==> config.mk <==
export PLATFORM = sky130hd
export DESIGN_NAME = iob_target
export DESIGN_NICKNAME = d
export VERILOG_FILES = /design/src/rtl/iob_target_pkg.sv /design/src/rtl/iob_target_regs.sv /design/src/rtl/iob_target.sv
export SDC_FILE = /design/constraint.sdc
export NUM_CORES = 1
export LEC_CHECK = 0
export CAP_MARGIN = 20
export CORE_MARGIN = 2
export CORE_UTILIZATION = 45
export DETAILED_ROUTE_END_ITERATION = 10
export PLACE_DENSITY = 0.66
export SETUP_SLACK_MARGIN = 0.05
export SYNTH_ARGS = -nofsm -noshare
export SYNTH_HDL_FRONTEND = slang
export SYNTH_SLANG_ARGS = --single-unit
==> constraint.sdc <==
create_clock -name CLK_IOB -period 7.5 [get_ports CLK_IOB]
set_input_delay 1.5 -clock CLK_IOB [delete_from_list [all_inputs] [get_ports CLK_IOB]]
set_output_delay 1.5 -clock CLK_IOB [all_outputs]
set_load 0.01 [all_outputs]
==> src/rtl/iob_target_pkg.sv <==
// Shared types and helpers for the IOB target: FSM states, window kinds,
// register indices and the E-clock edge detector.
package iob_target_pkg;

  typedef enum logic [3:0] {
    ST_IDLE,
    ST_STROBE,
    ST_WAIT,
    ST_ACK,
    ST_VWAIT,
    ST_VXFER,
    ST_ERR,
    ST_HOLD,
    ST_IGNORE
  } state_t;

  typedef enum logic [1:0] {
    WIN_MBX,
    WIN_VPA,
    WIN_BERR,
    WIN_IGNORE
  } win_t;

  localparam logic [2:0] REG_ID    = 3'd0;
  localparam logic [2:0] REG_DBELL = 3'd7;
  localparam int         NUM_WORDS = 8;

  // rising=1 detects 0->1 between two consecutive samples, rising=0 detects 1->0
  function automatic logic e_edge(input logic prev, input logic cur, input logic rising);
    return rising ? (!prev && cur) : (prev && !cur);
  endfunction

  function automatic win_t decode_window(input logic [23:1] addr,
                                         input logic [15:0] base,
                                         input logic [15:0] vbase);
    if (addr[23:8] == base)
      return (addr[7:1] < 7'd8) ? WIN_MBX : WIN_BERR;
    else if (addr[23:8] == vbase)
      return WIN_VPA;
    else
      return WIN_IGNORE;
  endfunction

endpackage

==> src/rtl/iob_target_regs.sv <==
// Mailbox register file: word 0 is a fixed ID, words 1-6 are byte-writable,
// word 7 reflects the doorbell IRQ, which local-side clear overrides.
module iob_target_regs
  import iob_target_pkg::*;
#(
  parameter logic [15:0] ID_WORD = 16'h5E30
) (
  input  logic        clk,
  input  logic        srst,
  input  logic [2:0]  addr,
  input  logic        wr_en,
  input  logic [1:0]  lane_en,
  input  logic [15:0] wr_data,
  output logic [15:0] rd_data,
  input  logic        bell_set,
  input  logic        irq_clr,
  output logic        irq
);

  logic [NUM_WORDS-1:0][15:0] words;
  logic                       irq_reg;

  assign words[REG_ID]    = ID_WORD;
  assign words[REG_DBELL] = {15'b0, irq_reg};

  generate
    for (genvar gi = 1; gi < NUM_WORDS - 1; gi++) begin : g_word
      logic [15:0] word_reg;

      always_ff @(posedge clk) begin
        if (srst) begin
          word_reg <= '0;
        end else if (wr_en && addr == 3'(gi)) begin
          if (lane_en[1]) word_reg[15:8] <= wr_data[15:8];
          if (lane_en[0]) word_reg[7:0]  <= wr_data[7:0];
        end
      end

      assign words[gi] = word_reg;
    end
  endgenerate

  assign rd_data = words[addr];

  always_ff @(posedge clk) begin
    if (srst)          irq_reg <= 1'b0;
    else if (irq_clr)  irq_reg <= 1'b0;
    else if (bell_set) irq_reg <= 1'b1;
  end

  assign irq = irq_reg;

endmodule

==> src/rtl/iob_target.sv <==
// 68000-protocol IOB bus responder: nDTACK mailbox window, nVPA/E-clock
// doorbell window and nBERR for out-of-range mailbox offsets.
module iob_target
  import iob_target_pkg::*;
#(
  parameter logic [15:0] BASE        = 16'hF8F0,
  parameter logic [15:0] VBASE       = 16'hF8F1,
  parameter int          WAIT_CYCLES = 2,
  parameter logic [15:0] ID_WORD     = 16'h5E30
) (
  input  logic        CLK_IOB,
  input  logic        RES,
  input  logic [23:1] A_IOB,
  input  logic        nAS_IOB,
  input  logic        nUDS_IOB,
  input  logic        nLDS_IOB,
  input  logic        nWE_IOB,
  input  logic        nVMA_IOB,
  input  logic        E_IOB,
  input  logic [15:0] DIN_IOB,
  output logic [15:0] DOUT_IOB,
  output logic        nDOE_IOB,
  output logic        nDTACK_IOB,
  output logic        nVPA_IOB,
  output logic        nBERR_IOB,
  output logic        IRQ,
  input  logic        IRQ_CLR
);

  localparam logic [2:0] WAIT_INIT = 3'(WAIT_CYCLES);

  // Single registration stage; the initiator already runs on CLK_IOB.
  logic [23:1] a_s_reg;
  logic        nas_s_reg, nuds_s_reg, nlds_s_reg, nwe_s_reg, nvma_s_reg;
  logic        e_s_reg, e_prev_reg;
  logic [15:0] din_s_reg;

  always_ff @(posedge CLK_IOB) begin
    a_s_reg    <= A_IOB;
    nas_s_reg  <= nAS_IOB;
    nuds_s_reg <= nUDS_IOB;
    nlds_s_reg <= nLDS_IOB;
    nwe_s_reg  <= nWE_IOB;
    nvma_s_reg <= nVMA_IOB;
    e_s_reg    <= E_IOB;
    e_prev_reg <= e_s_reg;
    din_s_reg  <= DIN_IOB;
  end

  state_t      state_reg, state_next;
  logic [2:0]  cnt_reg, cnt_next;
  logic        ndtack_reg, ndtack_next;
  logic        nvpa_reg, nvpa_next;
  logic        nberr_reg, nberr_next;
  logic        ndoe_reg, ndoe_next;
  logic [15:0] dout_reg, dout_next;

  logic        wr_en, bell_set, ack_entry, release_all;
  logic        strobe_low, e_rise, e_fall, irq;
  logic [15:0] rd_data;
  win_t        win;

  assign strobe_low = !nuds_s_reg || !nlds_s_reg;
  assign e_rise     = e_edge(e_prev_reg, e_s_reg, 1'b1);
  assign e_fall     = e_edge(e_prev_reg, e_s_reg, 1'b0);
  assign win        = decode_window(a_s_reg, BASE, VBASE);

  iob_target_regs #(
    .ID_WORD (ID_WORD)
  ) u_regs (
    .clk      (CLK_IOB),
    .srst     (RES),
    .addr     (a_s_reg[3:1]),
    .wr_en    (wr_en),
    .lane_en  ({!nuds_s_reg, !nlds_s_reg}),
    .wr_data  (din_s_reg),
    .rd_data  (rd_data),
    .bell_set (bell_set),
    .irq_clr  (IRQ_CLR),
    .irq      (irq)
  );

  // A bus cycle caught mid-way by reset is sat out in IGNORE.
  always_ff @(posedge CLK_IOB) begin
    if (RES) begin
      state_reg  <= nAS_IOB ? ST_IDLE : ST_IGNORE;
      cnt_reg    <= '0;
      ndtack_reg <= 1'b1;
      nvpa_reg   <= 1'b1;
      nberr_reg  <= 1'b1;
      ndoe_reg   <= 1'b1;
      dout_reg   <= '0;
    end else begin
      state_reg  <= state_next;
      cnt_reg    <= cnt_next;
      ndtack_reg <= ndtack_next;
      nvpa_reg   <= nvpa_next;
      nberr_reg  <= nberr_next;
      ndoe_reg   <= ndoe_next;
      dout_reg   <= dout_next;
    end
  end

  always_comb begin
    state_next  = state_reg;
    cnt_next    = cnt_reg;
    ndtack_next = ndtack_reg;
    nvpa_next   = nvpa_reg;
    nberr_next  = nberr_reg;
    ndoe_next   = ndoe_reg;
    dout_next   = dout_reg;
    wr_en       = 1'b0;
    bell_set    = 1'b0;
    ack_entry   = 1'b0;
    release_all = 1'b0;

    case (state_reg)
      ST_IDLE: begin
        if (!nas_s_reg) begin
          unique case (win)
            WIN_MBX:  state_next = ST_STROBE;
            WIN_BERR: begin
              state_next = ST_ERR;
              nberr_next = 1'b0;
            end
            WIN_VPA: begin
              state_next = ST_VWAIT;
              nvpa_next  = 1'b0;
            end
            WIN_IGNORE: state_next = ST_IGNORE;
          endcase
        end
      end
      ST_STROBE: begin
        if (nas_s_reg) begin
          release_all = 1'b1;
        end else if (strobe_low) begin
          if (WAIT_INIT == 3'd0) begin
            ack_entry = 1'b1;
          end else begin
            cnt_next   = WAIT_INIT;
            state_next = ST_WAIT;
          end
        end
      end
      ST_WAIT: begin
        if (nas_s_reg)            release_all = 1'b1;
        else if (cnt_reg <= 3'd1) ack_entry   = 1'b1;
        else                      cnt_next    = cnt_reg - 3'd1;
      end
      ST_ACK: state_next = ST_HOLD;
      ST_VWAIT: begin
        if (nas_s_reg) begin
          release_all = 1'b1;
        end else if (!nvma_s_reg && e_rise) begin
          state_next = ST_VXFER;
          if (nwe_s_reg) begin
            ndoe_next = 1'b0;
            dout_next = {15'b0, irq};
          end
        end
      end
      ST_VXFER: begin
        if (nas_s_reg) begin
          release_all = 1'b1;
        end else begin
          if (nwe_s_reg) begin
            ndoe_next = 1'b0;
            dout_next = {15'b0, irq};
          end
          // Doorbell data is taken at the end of the E-high phase.
          if (e_fall) begin
            state_next = ST_HOLD;
            bell_set   = !nwe_s_reg && din_s_reg[0];
          end
        end
      end
      ST_ERR:    state_next = ST_HOLD;
      ST_HOLD:   if (nas_s_reg) release_all = 1'b1;
      ST_IGNORE: if (nas_s_reg) state_next = ST_IDLE;
      default:   state_next = ST_IDLE;
    endcase

    if (ack_entry) begin
      state_next  = ST_ACK;
      ndtack_next = 1'b0;
      if (nwe_s_reg) begin
        ndoe_next = 1'b0;
        dout_next = rd_data;
      end else begin
        wr_en = 1'b1;
      end
    end

    if (release_all) begin
      state_next  = ST_IDLE;
      ndtack_next = 1'b1;
      nvpa_next   = 1'b1;
      nberr_next  = 1'b1;
      ndoe_next   = 1'b1;
      dout_next   = '0;
    end
  end

  assign DOUT_IOB   = dout_reg;
  assign nDOE_IOB   = ndoe_reg;
  assign nDTACK_IOB = ndtack_reg;
  assign nVPA_IOB   = nvpa_reg;
  assign nBERR_IOB  = nberr_reg;
  assign IRQ        = irq;

endmodule

==> out/metrics.csv, run 1 <==
stage,metric,value,unit
run_status,status,"complete, no violations",
worst_setup_path,max_stage_delay,0.76,ns
clock_network,cts_hold_buf,0,
detailed_routing,drt-pass1-iter-count,5,
worst_setup_path,critPathBufInv,2,
sta,rsz0062_at_grt,no,
synthesis,synth-edff-count,4,
cells_and_area,antenna_cells,0,
sta,skew,0.0141,ns
worst_setup_path,crit_path_end_kind,flop,
floorplanning,start_util,46.0,%
global_routing,grt_overflow,0,
sta,max_slew_margin,28.8,%
worst_setup_path,start_kind,input port,
synthesis,syn_nets,731,
cells_and_area,largest_register_ffs,96,
sta,final-setup-viol-count,0,
cells_and_area,final_cell_mix,"164 x dfxtp_1, 92 x nor2_1, 88 x mux2i_1, 67 x clkdlybuf4s50_1, 63 x nand2_1",
global_routing,use_met3,5.18,%
detailed_routing,post-route-drc-count,0,
pwr,max-vdd-ir-drop,0.000167,V
worst_setup_path,crit_start,RES,
worst_setup_path,crit_chain,"buf_2, buf_4, a31o_2, a2111oi_0, a41oi_1",
cells_and_area,final_util,55.3,%
sta,drv_slew,0,
hold_path,hp-class,flop to flop,
synthesis,synth_ff_type,dfxtp_1,
global_routing,grt_max_degree,104,
clock_network,clk_pin_slew,0.06,ns
sta,fmax,300,MHz
floorplanning,fp.dieW,126,um
worst_setup_path,required,7.57,ns
detailed_routing,detail-route-antenna-nets,0,
cells_and_area,drive_gt1_share,9.79,%
place,place.port_buffers,68,
global_routing,grt_pass1_vias,5161,
worst_setup_path,crit_path_top_delay_cell,buf_4,
clock_network,clock-root-buffer,clkbuf_16,
global_routing,met2_usage,34.5,%
global_routing,grt.busiest_layer,met2,
cells_and_area,layout.nets,784,
global_routing,use_met1,26.6,%
synthesis,synth_cell_types,55,
worst_setup_path,path_class,input port to flop,
sta,timing.setup.tns,0,ns
worst_setup_path,critical_path_arrival,3.40,ns
hold_path,hp-start,e_s_reg,
synthesis,synthCells,680,
clock_network,ctsResizeCount,0,
worst_setup_path,critPathTopFamily,compound AO/OA/AOI/OAI gates,
floorplanning,io_pins,69,
sta,hold_violations,0,
job,max-cap-violations,0,
pwr,p_per_area,250,nW/um2
synthesis,synth_warnings,0,
global_routing,track_usage,20.8,%
pwr,p_leak,3.17,nW
clock_network,htreeDepth,4,
clock_network,cts_tree,yes,
place,dp_hpwl,10.3,mm
floorplanning,die_h,126,um
clock_network,cts_setup_buffers,0,
detailed_routing,wl_per_cell,17.3,um
worst_setup_path,r2r-start,state_reg[0],
synthesis,ys_ff_latch,170,
cells_and_area,final_common_cell,dfxtp_1,
detailed_routing,drt_iter0_markers,449,
cells_and_area,syn_to_final_growth,20.3,%
synthesis,synth-seq-area-share,51.5,%
detailed_routing,vias_per_cell,5.54,
place,routabilityCongestion,0.841,
clock_network,cts_buffers,17,
floorplanning,dieArea,15800,um2
detailed_routing,routed_wl,16.1,mm
detailed_routing,vias,5148,
clock_network,clk_latency,0.43,ns
floorplanning,rows,44,
clock_network,cts_sinks,170,
sta,period_needed,3.33,ns
global_routing,antenna_found_initial,0,
sta,period_share,44.4,%
global_routing,grt_pass1_wl,26.3,mm
worst_setup_path,crit_fanout,103,
sta,tightestPinTransition,1.07,ns
cells_and_area,fill_cells,1295,
synthesis,async_reset_ff_share,0,%
floorplanning,coreArea,14500,um2
clock_network,clockBufferDepth,2,
synthesis,syn_area_per_cell,9.82,um2
synthesis,netlist_area,6680,um2
## layer usage
metal	routed length, um	part of all wire (%)
met4	234	1.5
met2	7770	48
met1	7290	45
met3	811	5.0
met5	0	0
## cell families after synthesis
family | after synthesis | synth area share (%)
AND/OR/NAND/NOR | 203 | 15.5
flip-flops | 170 | 51.5
AO/OA/AOI/OAI | 155 | 14.1
multiplexers | 98 | 15.0
buffers and inverters | 50 | 3.15
adder cells (fa/ha/maj) | 3 | 0.562
XOR/XNOR | 1 | 0.131
## synth_stat cells, types with 2 or more instances
| master | count | area share [%] |
|---|---|---|
| dfxtp_1 | 166 | 50 |
| nor2_1 | 92 | 5.2 |
| mux2i_1 | 88 | 13 |
| nand2_1 | 63 | 3.5 |
| o21ai_0 | 54 | 4.0 |
| a21oi_1 | 48 | 3.6 |
| clkbuf_1 | 28 | 1.6 |
| a211oi_1 | 20 | 2.2 |
| inv_1 | 10 | 0.56 |
| buf_2 | 9 | 0.67 |
| mux2_2 | 9 | 1.5 |
| o2bb2ai_1 | 9 | 1.2 |
| a22oi_1 | 8 | 0.90 |
| edfxtp_1 | 4 | 1.8 |
| nand2b_1 | 4 | 0.37 |
| nand3_1 | 4 | 0.30 |
| nand3_2 | 4 | 0.60 |
| nand3b_1 | 4 | 0.45 |
| nor3_1 | 4 | 0.30 |
| nor4_1 | 4 | 0.37 |
| ha_1 | 3 | 0.56 |
| nor2b_1 | 3 | 0.28 |
| nor4_4 | 3 | 0.96 |
| a211o_1 | 2 | 0.26 |
| a21o_1 | 2 | 0.22 |
| a31o_2 | 2 | 0.26 |
| nand3b_2 | 2 | 0.34 |
| nand4_4 | 2 | 0.64 |
| nor3_4 | 2 | 0.49 |
| or4b_2 | 2 | 0.30 |
## through the flow
step           std cells  setup WS (ns)  total power [mW]  hold WS [ns]  area [um2]
3_5_place_dp         898           3.70              1.18         0.355        7460
2_1_floorplan        680           4.89              1.12         0.335        6680
3_3_place_gp         898           3.81              1.18         0.358        7460
5_1_grt              930           3.97              2.09         0.390        8040
4_1_cts              930           4.16              2.03         0.370        8040
6_report             930           4.17              2.01         0.370        8040
## cell type report
type,count,area [um2],area share (%)
clock inverter,14,136,1.70
timing repair buffer,74,721,8.97
tap,184,230,2.86
inverter,10,37.5,0.467
clock buffer,18,439,5.46
sequential,170,3450,42.9
multi-input combinational,460,3030,37.7
## final timing paths
path	depth (start not counted)	slack (ns)	to
hold reg to reg	0	0.37	e_prev_reg
hold / removal	0	0.37	e_prev_reg
setup reg to reg	5	4.29	u_regs.g_word[5].word_reg[10]
setup / recovery	5	4.17	state_reg[1]
## where the power goes
group / internal, mW / total, mW / switching [mW]
logic: 0.0786 / 0.181 / 0.103
registers: 0.938 / 0.984 / 0.0455
clock network: 0.472 / 0.846 / 0.373
total: 1.49 / 2.01 / 0.521
Power figures use the tool's default switching activity.
==> run 2, diff against run 1 <==
--- a/config.mk
+++ b/config.mk
@@ -9,7 +9,7 @@
 export CORE_MARGIN = 2
 export CORE_UTILIZATION = 45
 export DETAILED_ROUTE_END_ITERATION = 10
-export PLACE_DENSITY = 0.66
+export PLACE_DENSITY = 0.68
 export SETUP_SLACK_MARGIN = 0.05
 export SYNTH_ARGS = -nofsm -noshare
 export SYNTH_HDL_FRONTEND = slang
==> constraint.sdc (replaced) <==
create_clock -name CLK_IOB -period 3 [get_ports CLK_IOB]
set_input_delay 0.6 -clock CLK_IOB [delete_from_list [all_inputs] [get_ports CLK_IOB]]
set_output_delay 0.6 -clock CLK_IOB [all_outputs]
set_load 0.01 [all_outputs]
==> out/metrics.csv, run 2 (same netlist as run 1, synthesis figures left out) <==
stage,metric,value,unit
clock_network,clk_latency,0.43,ns
floorplanning,coreArea,14500,um2
cells_and_area,syn_to_final_growth,21.5,%
place,routabilityCongestion,0.856,
clock_network,cts_setup_buffers,0,
run_status,status,"complete, no violations",
sta,timing.setup.tns,0,ns
pwr,max-vdd-ir-drop,0.000421,V
job,max-cap-violations,0,
worst_setup_path,r2r.worst_path.cells,7,
detailed_routing,vias_per_cell,5.61,
cells_and_area,final_common_cell,dfxtp_1,
cells_and_area,fill_cells,1279,
clock_network,htreeDepth,4,
worst_setup_path,required,3.25,ns
sta,max_slew_margin,30.5,%
hold_path,hp-class,flop to flop,
cells_and_area,multi_input_area,3030,um2
place,dp_hpwl,10.4,mm
cells_and_area,drive_gt1_share,10.9,%
sta,hold_violations,0,
global_routing,grt_pass1_vias,5183,
global_routing,antenna_found_initial,0,
sta,skew,0.00908,ns
global_routing,grt_pass1_wl,26.0,mm
clock_network,cts_hold_buf,0,
worst_setup_path,ff2ff_setup_slack,0.25,ns
sta,period_share,91.5,%
worst_setup_path,start_kind,flop,
clock_network,clockBufferDepth,2,
clock_network,clk_pin_slew,0.06,ns
cells_and_area,largest_register_ffs,96,
global_routing,grt_max_degree,102,
floorplanning,rows,44,
sta,final-setup-viol-count,0,
floorplanning,start_util,46.0,%
pwr,p_per_area,620,nW/um2
sta,drv_slew,0,
place,place_ws,0.260,ns
sta,rsz0062_at_grt,no,
floorplanning,dieArea,15800,um2
sta,period_needed,2.75,ns
global_routing,grt_overflow,0,
detailed_routing,drt_iter0_markers,433,
place,place.port_buffers,68,
cells_and_area,layout.nets,797,
clock_network,clock-root-buffer,clkbuf_16,
worst_setup_path,path_class,flop to flop,
worst_setup_path,r2r-start,a_s_reg[17],
floorplanning,io_pins,69,
detailed_routing,routed_wl,15.9,mm
clock_network,ctsResizeCount,0,
sta,tightestPinTransition,1.04,ns
cells_and_area,final_cell_mix,"164 x dfxtp_1, 92 x nor2_1, 88 x mux2i_1, 67 x clkdlybuf4s50_1, 63 x nand2_1",
detailed_routing,post-route-drc-count,0,
worst_setup_path,crit_fanout,4,
floorplanning,die_h,126,um
detailed_routing,vias,5280,
sta,worst_slack,0.254,ns
detailed_routing,wl_per_cell,16.9,um
worst_setup_path,crit_path_end_kind,flop,
clock_network,cts_tree,yes,
cells_and_area,seqCellArea,3450,um2
hold_path,hp-start,e_s_reg,
floorplanning,fp.dieW,126,um
hold_path,whs_path_depth,0,
clock_network,cts_sinks,170,
detailed_routing,drt-pass1-iter-count,5,
pwr,p_leak,3.23,nW
cells_and_area,antenna_cells,0,
hold_path,min_to,e_prev_reg,
worst_setup_path,critical_path_arrival,2.99,ns
global_routing,track_usage,20.5,%
sta,hold_slack,0.373,ns
cells_and_area,final_util,55.8,%
clock_network,cts_buffers,17,
detailed_routing,detail-route-antenna-nets,0,
sta,fmax,364,MHz
worst_setup_path,timing.rr.end,state_reg[2],
==> run 2: cell types whose count changed in the layout (fill, tap and decap cells not counted), sizes merged <==
cell	change
buf	+13
clkinv	+1
clkinvlp	-1
inv	-4
clkbuf	+3
==> run 2: worst max-delay path: stages (launching register included) <==
cell     delay (ns)
dfxtp_1        0.30
or4b_2         0.66
nor4_1         0.52
or2b_1         0.31
ha_1           0.29
a21oi_1        0.06
o221a_2        0.26
nor4_1         0.16
==> run 2: worst max-delay path by stage <==
| stage | from | endpoint | slack (ns) | depth (start not counted) |
|---|---|---|---|---|
| 6_report | a_s_reg[17] | state_reg[2] | 0.25 | 7 |
| 5_1_grt | a_s_reg[17] | state_reg[2] | 0.06 | 7 |
| 4_1_cts | a_s_reg[17] | state_reg[2] | 0.24 | 7 |
| 3_5_place_dp | a_s_reg[17] | state_reg[2] | 0.26 | 7 |
| 3_3_place_gp | a_s_reg[17] | state_reg[2] | 0.39 | 7 |
| 2_1_floorplan | a_s_reg[17] | state_reg[2] | 0.52 | 7 |
==> run 2: through the flow <==
stage	cell area (um2)	total power [mW]	cells
after global routing	8110	5.22	942
after floorplan	6680	2.80	680
after global placement	7560	2.98	911
final	8110	5.03	942
after detailed placement	7560	2.99	911
after CTS	8110	5.06	942
==> run 2: metal layers <==
metal  GRT usage [%]  up-vias  share of wire, %
met5               0        -                 0
met4            8.66        0               2.1
met3            4.97       32               6.0
met2            32.9      182                47
met1            26.6     2537                45
li1                -     2529                 -
==> run 2: cell type report <==
cell class | count | share of cell area [%]
timing repair buffer | 87 | 10.1
multi-input combinational | 460 | 37.3
inverter | 10 | 0.463
clock buffer | 21 | 5.67
tap | 184 | 2.84
sequential | 170 | 42.5
clock inverter | 10 | 1.17
==> run 2: power breakdown <==
| group | internal, mW | leakage [nW] | switching (mW) | total [mW] |
|---|---|---|---|---|
| logic | 0.217 | 1.56 | 0.262 | 0.480 |
| registers | 2.35 | 1.40 | 0.126 | 2.47 |
| clock network | 1.18 | 0.275 | 0.895 | 2.08 |
